File: config.mk
export PLATFORM = sky130hd
export DESIGN_NAME = memory_arbiter
export DESIGN_NICKNAME = d
export VERILOG_FILES = /design/src/rtl/memory_arbiter.sv
export SDC_FILE = /design/constraint.sdc
export NUM_CORES = 1
export LEC_CHECK = 0
export ABC_AREA = 1
export BUFFER_PORTS_ARGS = -buffer_cell sky130_fd_sc_hd__buf_2
export CAP_MARGIN = 40
export CORE_MARGIN = 2
export CORE_UTILIZATION = 50
export DETAILED_ROUTE_END_ITERATION = 6
export GPL_TIMING_DRIVEN = 0
export PLACE_DENSITY = 0.84
export SYNTH_ARGS = -nofsm -noshare
export SYNTH_HDL_FRONTEND = slang
export SYNTH_SLANG_ARGS = --single-unit
File: constraint.sdc
create_clock -name clk -period 2.4 [get_ports clk]
set_clock_uncertainty 0.1 [all_clocks]
set_input_delay 0.72 -clock clk [delete_from_list [all_inputs] [get_ports clk]]
set_output_delay 0.72 -clock clk [all_outputs]
set_load 0.03 [all_outputs]
File: src/rtl/memory_arbiter.sv
// Purpose: two-master round-robin arbiter serialising one read/write at a time onto a shared memory bus.
// Latency: request seen in IDLE at T -> strobe at T+1; write ack at T+2, read ack + data at T+2+MEM_LATENCY.
// Backpressure: masters hold read/write until their one-cycle ack; requests are not sampled outside IDLE.
module memory_arbiter #(
  parameter int MEM_LATENCY = 1  // cycles from memory_read strobe to valid read_data, 1..4
) (
  input  logic        clk,
  input  logic        reset,          // synchronous, active low
  input  logic        m0_read,
  input  logic        m0_write,
  input  logic [31:0] m0_address,
  input  logic [31:0] m0_write_data,
  output logic [31:0] m0_read_data,
  output logic        m0_ack,
  input  logic        m1_read,
  input  logic        m1_write,
  input  logic [31:0] m1_address,
  input  logic [31:0] m1_write_data,
  output logic [31:0] m1_read_data,
  output logic        m1_ack,
  output logic        memory_read,
  output logic        memory_write,
  output logic [31:0] address,
  output logic [31:0] write_data,
  input  logic [31:0] read_data,
  output logic        busy
);

  typedef enum logic [1:0] {
    IDLE  = 2'd0,
    ISSUE = 2'd1,
    WAIT  = 2'd2,
    DONE  = 2'd3
  } state_t;

  // WAIT is entered with cnt = MEM_LATENCY-1 and read_data is sampled when it reaches 0,
  // which lands exactly MEM_LATENCY cycles after the strobe.
  localparam logic [1:0] CNT_INIT = 2'(MEM_LATENCY - 1);

  state_t      state_q, state_d;
  logic        gnt_q, gnt_d;          // granted master id (0 or 1)
  logic        wr_q, wr_d;            // latched op: 1 = write, 0 = read
  logic        last_q, last_d;        // master served most recently
  logic [1:0]  cnt_q, cnt_d;
  logic [31:0] address_q, address_d;
  logic [31:0] write_data_q, write_data_d;
  logic [31:0] m0_read_data_q, m0_read_data_d;
  logic [31:0] m1_read_data_q, m1_read_data_d;

  logic        m0_req;
  logic        m1_req;
  logic        any_req;
  logic        gnt_sel;

  // Arbitration: a lone requester wins; on a tie the master not served last wins.
  always_comb begin
    m0_req  = m0_read | m0_write;
    m1_req  = m1_read | m1_write;
    any_req = m0_req | m1_req;
    gnt_sel = 1'b0;
    if (m0_req && m1_req) begin
      gnt_sel = ~last_q;
    end else begin
      gnt_sel = m1_req;
    end
  end

  // Next-state and datapath updates for the one-transaction-at-a-time FSM.
  always_comb begin
    state_d        = state_q;
    gnt_d          = gnt_q;
    wr_d           = wr_q;
    last_d         = last_q;
    cnt_d          = cnt_q;
    address_d      = address_q;
    write_data_d   = write_data_q;
    m0_read_data_d = m0_read_data_q;
    m1_read_data_d = m1_read_data_q;
    case (state_q)
      IDLE: begin
        if (any_req) begin
          state_d = ISSUE;
          gnt_d   = gnt_sel;
          last_d  = gnt_sel;
          // Write dominates when a master raises both read and write.
          if (gnt_sel) begin
            wr_d         = m1_write;
            address_d    = m1_address;
            write_data_d = m1_write_data;
          end else begin
            wr_d         = m0_write;
            address_d    = m0_address;
            write_data_d = m0_write_data;
          end
        end
      end
      ISSUE: begin
        if (wr_q) begin
          state_d = DONE;
        end else begin
          state_d = WAIT;
          cnt_d   = CNT_INIT;
        end
      end
      WAIT: begin
        if (cnt_q != 2'd0) begin
          cnt_d = cnt_q - 2'd1;
        end else begin
          state_d = DONE;
          // Only the granted master's capture register moves.
          if (gnt_q) begin
            m1_read_data_d = read_data;
          end else begin
            m0_read_data_d = read_data;
          end
        end
      end
      DONE: begin
        // Requests are deliberately ignored here; a held request restarts from IDLE.
        state_d = IDLE;
      end
      default: begin
        state_d = IDLE;
      end
    endcase
  end

  // State register with synchronous active-low reset; reset aborts any transaction in flight.
  always_ff @(posedge clk) begin
    if (!reset) begin
      state_q        <= IDLE;
      gnt_q          <= 1'b0;
      wr_q           <= 1'b0;
      last_q         <= 1'b1;   // master 0 wins the first tie
      cnt_q          <= 2'd0;
      address_q      <= 32'd0;
      write_data_q   <= 32'd0;
      m0_read_data_q <= 32'd0;
      m1_read_data_q <= 32'd0;
    end else begin
      state_q        <= state_d;
      gnt_q          <= gnt_d;
      wr_q           <= wr_d;
      last_q         <= last_d;
      cnt_q          <= cnt_d;
      address_q      <= address_d;
      write_data_q   <= write_data_d;
      m0_read_data_q <= m0_read_data_d;
      m1_read_data_q <= m1_read_data_d;
    end
  end

  // Outputs are decoded purely from registered state, so they never depend on the live request lines.
  always_comb begin
    memory_read  = (state_q == ISSUE) && !wr_q;
    memory_write = (state_q == ISSUE) && wr_q;
    m0_ack       = (state_q == DONE) && !gnt_q;
    m1_ack       = (state_q == DONE) && gnt_q;
    busy         = (state_q != IDLE);
    address      = address_q;
    write_data   = write_data_q;
    m0_read_data = m0_read_data_q;
    m1_read_data = m1_read_data_q;
  end

endmodule

==> metrics.md, run 1 <==
| Metric | Value |
|---|---|
| # DRC | `0` |
| #FFs+latches synth | `approximately 140` |
| Post-synthesis cell area | `about 0.006 mm2` |
| Post-Syn Instances | `slightly above 900` |
| Vias per inst | `just under 5` |
| Crit path launch type | `flop` |
| Gpl congestion | `0.897` |
| Effective utilization at floorplan | `0.513` |
| Slew @ Worst Pin | `0.518 ns` |
| Total CTS buffers | `17` |
| Pint | `between 6000 and 7000 uW` |
| Clock Pin Slew Worst Setup and Hold Paths | `about 0.060 ns` |
| WL per Instance | `between 10 and 15 um` |
| Switching Power | `5280 uW` |
| Die width | `between 100 and 150 um` |
| Run status | `finished, final reports clean` |
| Pwr Density | `1360 mW/mm2` |
| TritonCTS clock tree | `yes` |
| CORE AREA | `0.0120 mm2` |
| FP Rows | `40` |
| H-Tree Depth | `4` |
| Clk buf depth | `2` |
| Max-Cap Viols | `0` |
| Unique masters post-synth | `19` |
| Top-area cell type share of the netlist area | `0.439` |
| # fillers | `about 1100` |
| Hpwl dp | `~14000 um` |
| First-pass GRT wire length | `~30000 um` |
| Req. time, crit path | `~1.6 ns` |
| Post-synthesis sequential area ratio | `0.439` |
| Sw frac | `0.463` |
| Area leader, netlist | `dfxtp_1` |
| Worst Hold Class | `reg2reg` |
| Static leakage | `roughly 0.0048 uW` |
| Clk Latency, worst-skew pair | `between 0.4 and 0.5 ns` |
| Sequential Area | `~0.0027 mm2` |
| Syn Nets | `1081` |
| Final wirelength | `about 19000 um` |
| Via count | `6777` |
| Unrepaired setup endpoints after global routing | `no` |
| IO buf count | `between 200 and 300` |
| # hold bufs at CTS | `0` |
| Max VDD drop | `~700 uV` |
| DR pass1 iterations | `7` |
| Post-CTS Setup Bufs | `0` |
| Maximum number of pins on one net before global-route repair | `17` |
| Final Non-Filler Cells | `~1400` |
| Number of hold violations in the final report | `0` |
| Layout area overhead | `36.5%` |
| Comb power frac | `0.480` |
| GRT overflow | `0` |
| Multi-input logic area | `around 0.0025 mm2` |
| Dpl cells | `between 1000 and 1500` |
| Sum Neg Setup Slack | `0 ns` |
| Syn. warnings | `0` |
| Clk sinks | `~140` |
| Iter 0 DRT Violations | `~400` |
| Initial antenna violation count | `1` |
| Fmax | `around 0.44 GHz` |
| Max Slew Vio Count | `0` |
| Synth Area per Inst | `6.78 um2` |
| Share of layout cells above drive strength 1 | `0.303` |
| Die area | `~0.013 mm2` |
| Post-layout min period | `2.28 ns` |
| CTS root buffer | `clkbuf_16` |
| Final setup vio count | `0` |
| Vias in the first global route | `around 6300` |
| # diodes | `0` |
| Nets | `between 1000 and 1500` |
| GR Util All Layers | `0.288` |
| Worst Setup End Kind | `output port` |
| Clk network pwr share | `0.217` |
| Worst EP arrival | `around 1.5 ns` |
| Die height | `between 100 and 150 um` |
| Period utilization | `0.950` |
| Synth top area cells | `dfxtp_1 44%, nand3_1 11%, inv_1 11%` |
| Relative slew slack | `0.655` |
| Crit Path Category | `reg2out` |
| Sequential Power Share | `0.303` |
| Final ANT Viol Nets | `0` |
| Max FO, Critical Path | `5` |
| Ports | `between 200 and 300` |
[flip-flops by register name, summed over array words and instances (netlist names)]
register / count
address: 32
cnt_q: 2
gnt_q: 1
last_q: 1
m0_read_data: 32
m1_read_data: 32
state_q: 2
wr_q: 1
write_data: 32
[per-stage QoR]
step / setup WS [ns] / utilization / hold slack [ns] / power [uW] / instance area (um2)
floorplan: 0.529 / - / 0.344 / 7280 / 6160
detailed placement: 0.326 / 0.652 / 0.331 / 8920 / 7830
CTS: 0.00244 / 0.699 / 0.341 / 11400 / 8400
global route: 0.0165 / 0.700 / 0.368 / 12200 / 8400
global placement: 0.336 / 0.652 / 0.328 / 8820 / 7830
finish: 0.120 / 0.700 / 0.340 / 11400 / 8400
[cell usage in the layout, fill, tap and decap left out]
| cell type | n |
|---|---|
| nor2_1 | 71 |
| clkinv_2 | 3 |
| clkbuf_1 | 24 |
| clkbuf_16 | 17 |
| nand2_4 | 1 |
| nand4_1 | 1 |
| bufinv_16 | 1 |
| nand3_1 | 136 |
| dfxtp_2 | 1 |
| nand2_1 | 147 |
| clkinv_4 | 2 |
| buf_4 | 4 |
| buf_1 | 2 |
| buf_2 | 322 |
| nand2_2 | 1 |
| nor2_2 | 3 |
| o21ai_0 | 65 |
| buf_6 | 6 |
| o21ai_2 | 1 |
| inv_8 | 1 |
| dfxtp_1 | 134 |
| inv_1 | 176 |
| ha_1 | 6 |
| inv_2 | 3 |
| a21oi_1 | 101 |
| clkinvlp_4 | 2 |
| inv_6 | 6 |
| ha_2 | 1 |
[cell families after synthesis]
group / count (synthesis) / share of synthesized area
simple gates: 360 / 0.250
flops: 135 / 0.439
compound gates: 167 / 0.136
fa+ha+maj: 7 / 0.0142
buf+inv: 239 / 0.160
[final timing paths]
kind / start / to / slack [ns] / cells past startpoint
min reg2reg: m1_read_data[14]$_SDFFE_PN0P_ / m1_read_data[14]$_SDFFE_PN0P_ / 0.34 / 2
max: state_q[0]$_SDFFE_PN0P_ / busy / 0.12 / 4
max reg2reg: state_q[0]$_SDFFE_PN0P_ / m1_read_data[23]$_SDFFE_PN0P_ / 0.47 / 6
min: m1_read_data[14]$_SDFFE_PN0P_ / m1_read_data[14]$_SDFFE_PN0P_ / 0.34 / 2
[synthesized netlist by cell type]
| master | count |
|---|---|
| buf_6 | 6 |
| clkbuf_1 | 24 |
| nand2_4 | 1 |
| o21ai_0 | 65 |
| nand3_1 | 136 |
| inv_2 | 3 |
| buf_1 | 2 |
| nand4_1 | 1 |
| inv_1 | 176 |
| dfxtp_1 | 135 |
| a21oi_1 | 101 |
| nor2_2 | 3 |
| o21ai_2 | 1 |
| ha_1 | 7 |
| nor2_1 | 71 |
| nand2_1 | 147 |
| buf_4 | 4 |
| nand2_2 | 1 |
| buf_2 | 24 |
[layout make-up]
type,instances,share of cell area
sequential,135,0.322
inverter,179,0.0799
clock buffer,17,0.0506
buffer,60,0.0375
tap,147,0.0219
clock inverter,15,0.0168
timing repair buffer,298,0.177
multi-input combinational,534,0.294
[routing by layer]
metal / part of all wire / wire length, um / vias to the layer above / GRT usage
li1: - / - / 3460 / -
met1: 0.40 / 7740 / 3014 / 0.334
met2: 0.49 / 9440 / 265 / 0.504
met3: 0.076 / 1460 / 38 / 0.0775
met4: 0.024 / 462 / 0 / 0.117
met5: 0 / 0 / - / 0
[power by group through the flow]
stage / clock [uW] / combinational [uW] / sequential (uW)
finish: 2470 / 5480 / 3450
detailed placement: 0 / 5440 / 3480
floorplan: 0 / 2310 / 4970
global route: 2610 / 6000 / 3550
CTS: 2510 / 5480 / 3450
global placement: 0 / 5380 / 3450
[repair_timing]
action / in CTS / in global routing
endpoints found under the setup margin: 0 / 2
endpoints found under the hold margin: 0 / 0
resized for setup: 0 / 2
[worst max-delay path, stage by stage (launching register included)]
cell and delay [ns]:
dfxtp_1 0.40, inv_1 0.12, ha_2 0.26, inv_1 0.07, buf_2 0.19
Note: power is estimated with default switching activity, not from simulation.
==> inputs of run 2 (changes only) <==
==> constraint.sdc (replaced) <==
create_clock -name clk -period 2.4 [get_ports clk]
set_clock_uncertainty 0.1 [all_clocks]
set_input_delay 0 -clock clk [delete_from_list [all_inputs] [get_ports clk]]
set_output_delay 0 -clock clk [all_outputs]
set_load 0.03 [all_outputs]
==> run 2 against run 1 <==
Net effect: the flow now finishes with violations (DRC); global-route usage is 15 points higher; register-to-register slack worse by 0.31 ns; maximum frequency up 1.8%; final area grew 20%; first-iteration DRC count grew to 3.0 times the previous value; clock power is 2% higher; combinational power up 14%; setup slack improved by 0.041 ns; worst hold slack worse by 0.22 ns; sequential power grew 3%; critical path type is now reg2reg; largest power group unchanged; highest routed layer is now met5.
==> metrics.md, run 2 (synthesized netlist as in run 1, its figures left out) <==
| Metric | Value |
|---|---|
| Period utilization | `0.933 (-0.0172)` |
| Unrepaired setup endpoints after global routing | `no` |
| Max-Cap Viols | `0 (unchanged)` |
| Vias per inst | `5.52 (+13%)` |
| GRT overflow | `0 (unchanged)` |
| CTS root buffer | `clkbuf_16` |
| Pwr Density | `1220 mW/mm2 (-10%)` |
| Layout area overhead | `64.0%` |
| CP max stage cell | `dlygate4sd3_1` |
| Comb power frac | `0.507 (+0.027)` |
| Reg2Reg Depth | `9 (+3)` |
| H-Tree Depth | `4 (unchanged)` |
| Fmax | `0.447 GHz (+1.8%)` |
| Post-layout min period | `2.24 ns (-0.0414 ns)` |
| Sum Neg Setup Slack | `0 ns (unchanged)` |
| Nets | `1564 (+12%)` |
| FP Rows | `40 (unchanged)` |
| Pint | `6420 uW (+4.7%)` |
| Final wirelength | `28500 um (+49%)` |
| Run status | `complete, but fails checks` |
| Failing checks | `DRC` |
| Cell Chain, Critical Path | `inv_1 -> ha_4 -> nand2_4 -> inv_4 -> clkbuf_4 -> nand3_1 -> nand2_1 -> dlygate4sd3_1 -> inv_1` |
| Max FO, Critical Path | `10 (+5)` |
| Die height | `115 um (unchanged)` |
| Hpwl dp | `14400 um (unchanged)` |
| Worst setup endpoint | `write_data[0]$_SDFFE_PN0P_` |
| Kind of cell adding the most delay to the critical path | `buffers and inverters` |
| Max VDD drop | `815 uV (+17%)` |
| Clk sinks | `135 (unchanged)` |
| Relative slew slack | `0.619 (-0.0353)` |
| Vias in the first global route | `8644 (+37%)` |
| Gpl congestion | `0.897 (unchanged)` |
| Clk network pwr share | `0.205 (-0.012)` |
| Final ANT Viol Nets | `0 (unchanged)` |
| Worst Hold Class | `in2reg` |
| TritonCTS clock tree | `yes` |
| Max Slew Vio Count | `0 (unchanged)` |
| Worst EP arrival | `2.45 ns (+0.99 ns)` |
| Sequential Power Share | `0.288 (-0.015)` |
| Die width | `115 um (unchanged)` |
| Clk buf depth | `2 (unchanged)` |
| Number of hold violations in the final report | `0 (unchanged)` |
| Crit-path most repeated cell | `inv_1` |
| Setup slack, reg-to-reg | `0.16 ns (-0.31 ns)` |
| CORE AREA | `0.0120 mm2 (unchanged)` |
| DR pass1 iterations | `7 (unchanged)` |
| Pre-CTS worst setup slack | `0.504 ns (+0.177 ns)` |
| WL per Instance | `18.3 um (+33%)` |
| Crit path buffers/inverters | `5 (+2)` |
| Crit path launch | `state_q[1]$_SDFFE_PN0P_` |
| Slew @ Worst Pin | `0.571 ns (+0.0530 ns)` |
| Final Util | `0.841 (+0.141)` |
| Initial antenna violation count | `10 (+9)` |
| Final setup vio count | `0 (unchanged)` |
| Worst path max stage delay | `0.59 ns (+0.19 ns)` |
| Crit path launch type | `flop` |
| First-pass GRT wire length | `44500 um (+48%)` |
| Ports | `299 (unchanged)` |
| Final setup margin | `0.161 ns (+0.0414 ns)` |
| Die area | `0.0132 mm2 (unchanged)` |
| GR Util All Layers | `0.440 (+0.152)` |
| Leading cell type in the layout, fill and taps excluded | `buf_2` |
| Switching Power | `5900 uW (+12%)` |
| Worst Setup End Kind | `flop` |
| RR Startpoint | `state_q[1]$_SDFFE_PN0P_` |
| # DRC | `4 (+4)` |
| Via count | `8596 (+27%)` |
| Clock Pin Slew Worst Setup and Hold Paths | `0.06 ns (about the same)` |
| Post-CTS Setup Bufs | `0 (unchanged)` |
| Commonest non-fill, non-tap cells in the layout | `321 x buf_2, 175 x inv_1, 166 x dlygate4sd3_1` |
| Crit Path Category | `reg2reg` |
| Cell depth of the worst setup path | `9 (+5)` |
| IO buf count | `298 (unchanged)` |
| Total CTS buffers | `17 (unchanged)` |
| Effective utilization at floorplan | `0.513 (unchanged)` |
| Clk Latency, worst-skew pair | `0.42 ns (about the same)` |
| Maximum number of pins on one net before global-route repair | `17 (unchanged)` |
| Share of layout cells above drive strength 1 | `0.267 (-0.0358)` |
| Sw frac | `0.479 (+0.0162)` |
| RR Endpoint | `write_data[0]$_SDFFE_PN0P_` |
| Static leakage | `0.00544 uW (+14%)` |
| Req. time, crit path | `2.61 ns (+1.03 ns)` |
| Iter 0 DRT Violations | `1217 (+200%)` |
[run 2: cell types whose count changed in the layout (fill, tap and decap cells not counted), sizes merged]
cell         delta
diode           +7
buf             -1
dlygate4sd3   +166
clkbuf          +1
[run 2: cell type report]
cell class,instances,area [um2]
Timing Repair Buffer,464,3150
Sequential cell,135,2700
Multi-Input combinational cell,534,2480
Fill cell,666,1910
Inverter,179,674
Clock buffer,17,425
Buffer,60,318
Tap cell,147,184
Clock inverter,15,141
Antenna cell,7,17.5
[run 2: metal layers]
metal	global-route usage	routed length, um
met5	0.0481	32
met4	0.343	2380
met3	0.234	3280
met2	0.683	13300
met1	0.438	9540
[run 2: timing repair]
| action | CTS | global route |
|---|---|---|
| endpoints found under the setup margin | 0 | 5 |
| hold endpoints to repair | 131 | 0 |
| resized for setup | 0 | 5 |
| hold buffers | 166 | 0 |
[run 2: worst min path at each step]
stage	from	end	slack [ns]	depth (start not counted)
after floorplan	read_data[0]	m0_read_data[0]$_SDFFE_PN0P_	0.03	2
after global placement	read_data[0]	m0_read_data[0]$_SDFFE_PN0P_	0.14	3
after detailed placement	read_data[10]	m0_read_data[10]$_SDFFE_PN0P_	0.15	3
after CTS	m0_read	write_data[23]$_SDFFE_PN0P_	0.11	7
after global routing	m0_read	write_data[23]$_SDFFE_PN0P_	0.17	7
final	m0_read	write_data[23]$_SDFFE_PN0P_	0.12	7
[run 2: tightest hold or removal path, cell delays in order]
cell	delay, ns
buf_2	0.11
o21ai_2	0.06
buf_4	0.18
nand3_1	0.08
nand3_1	0.07
nand2_1	0.06
inv_1	0.04
[run 2: stage by stage]
step | hold WS (ns) | cell area (um2) | cells | total power [uW]
detailed placement | 0.146 | 7830 | 1353 | 8920
floorplan | 0.0349 | 6160 | 908 | 7280
global route | 0.168 | 10100 | 1556 | 12900
global placement | 0.136 | 7830 | 1353 | 8820
finish | 0.119 | 10100 | 1558 | 12300
CTS | 0.108 | 10100 | 1551 | 11700
[run 2: power groups by stage]
stage / sequential, uW / clock, uW / combinational (uW)
5_1_grt: 3600 / 2640 / 6700
6_report: 3540 / 2530 / 6240
2_1_floorplan: 4970 / 0 / 2310
3_3_place_gp: 3450 / 0 / 5380
4_1_cts: 3450 / 2510 / 5780
3_5_place_dp: 3480 / 0 / 5440
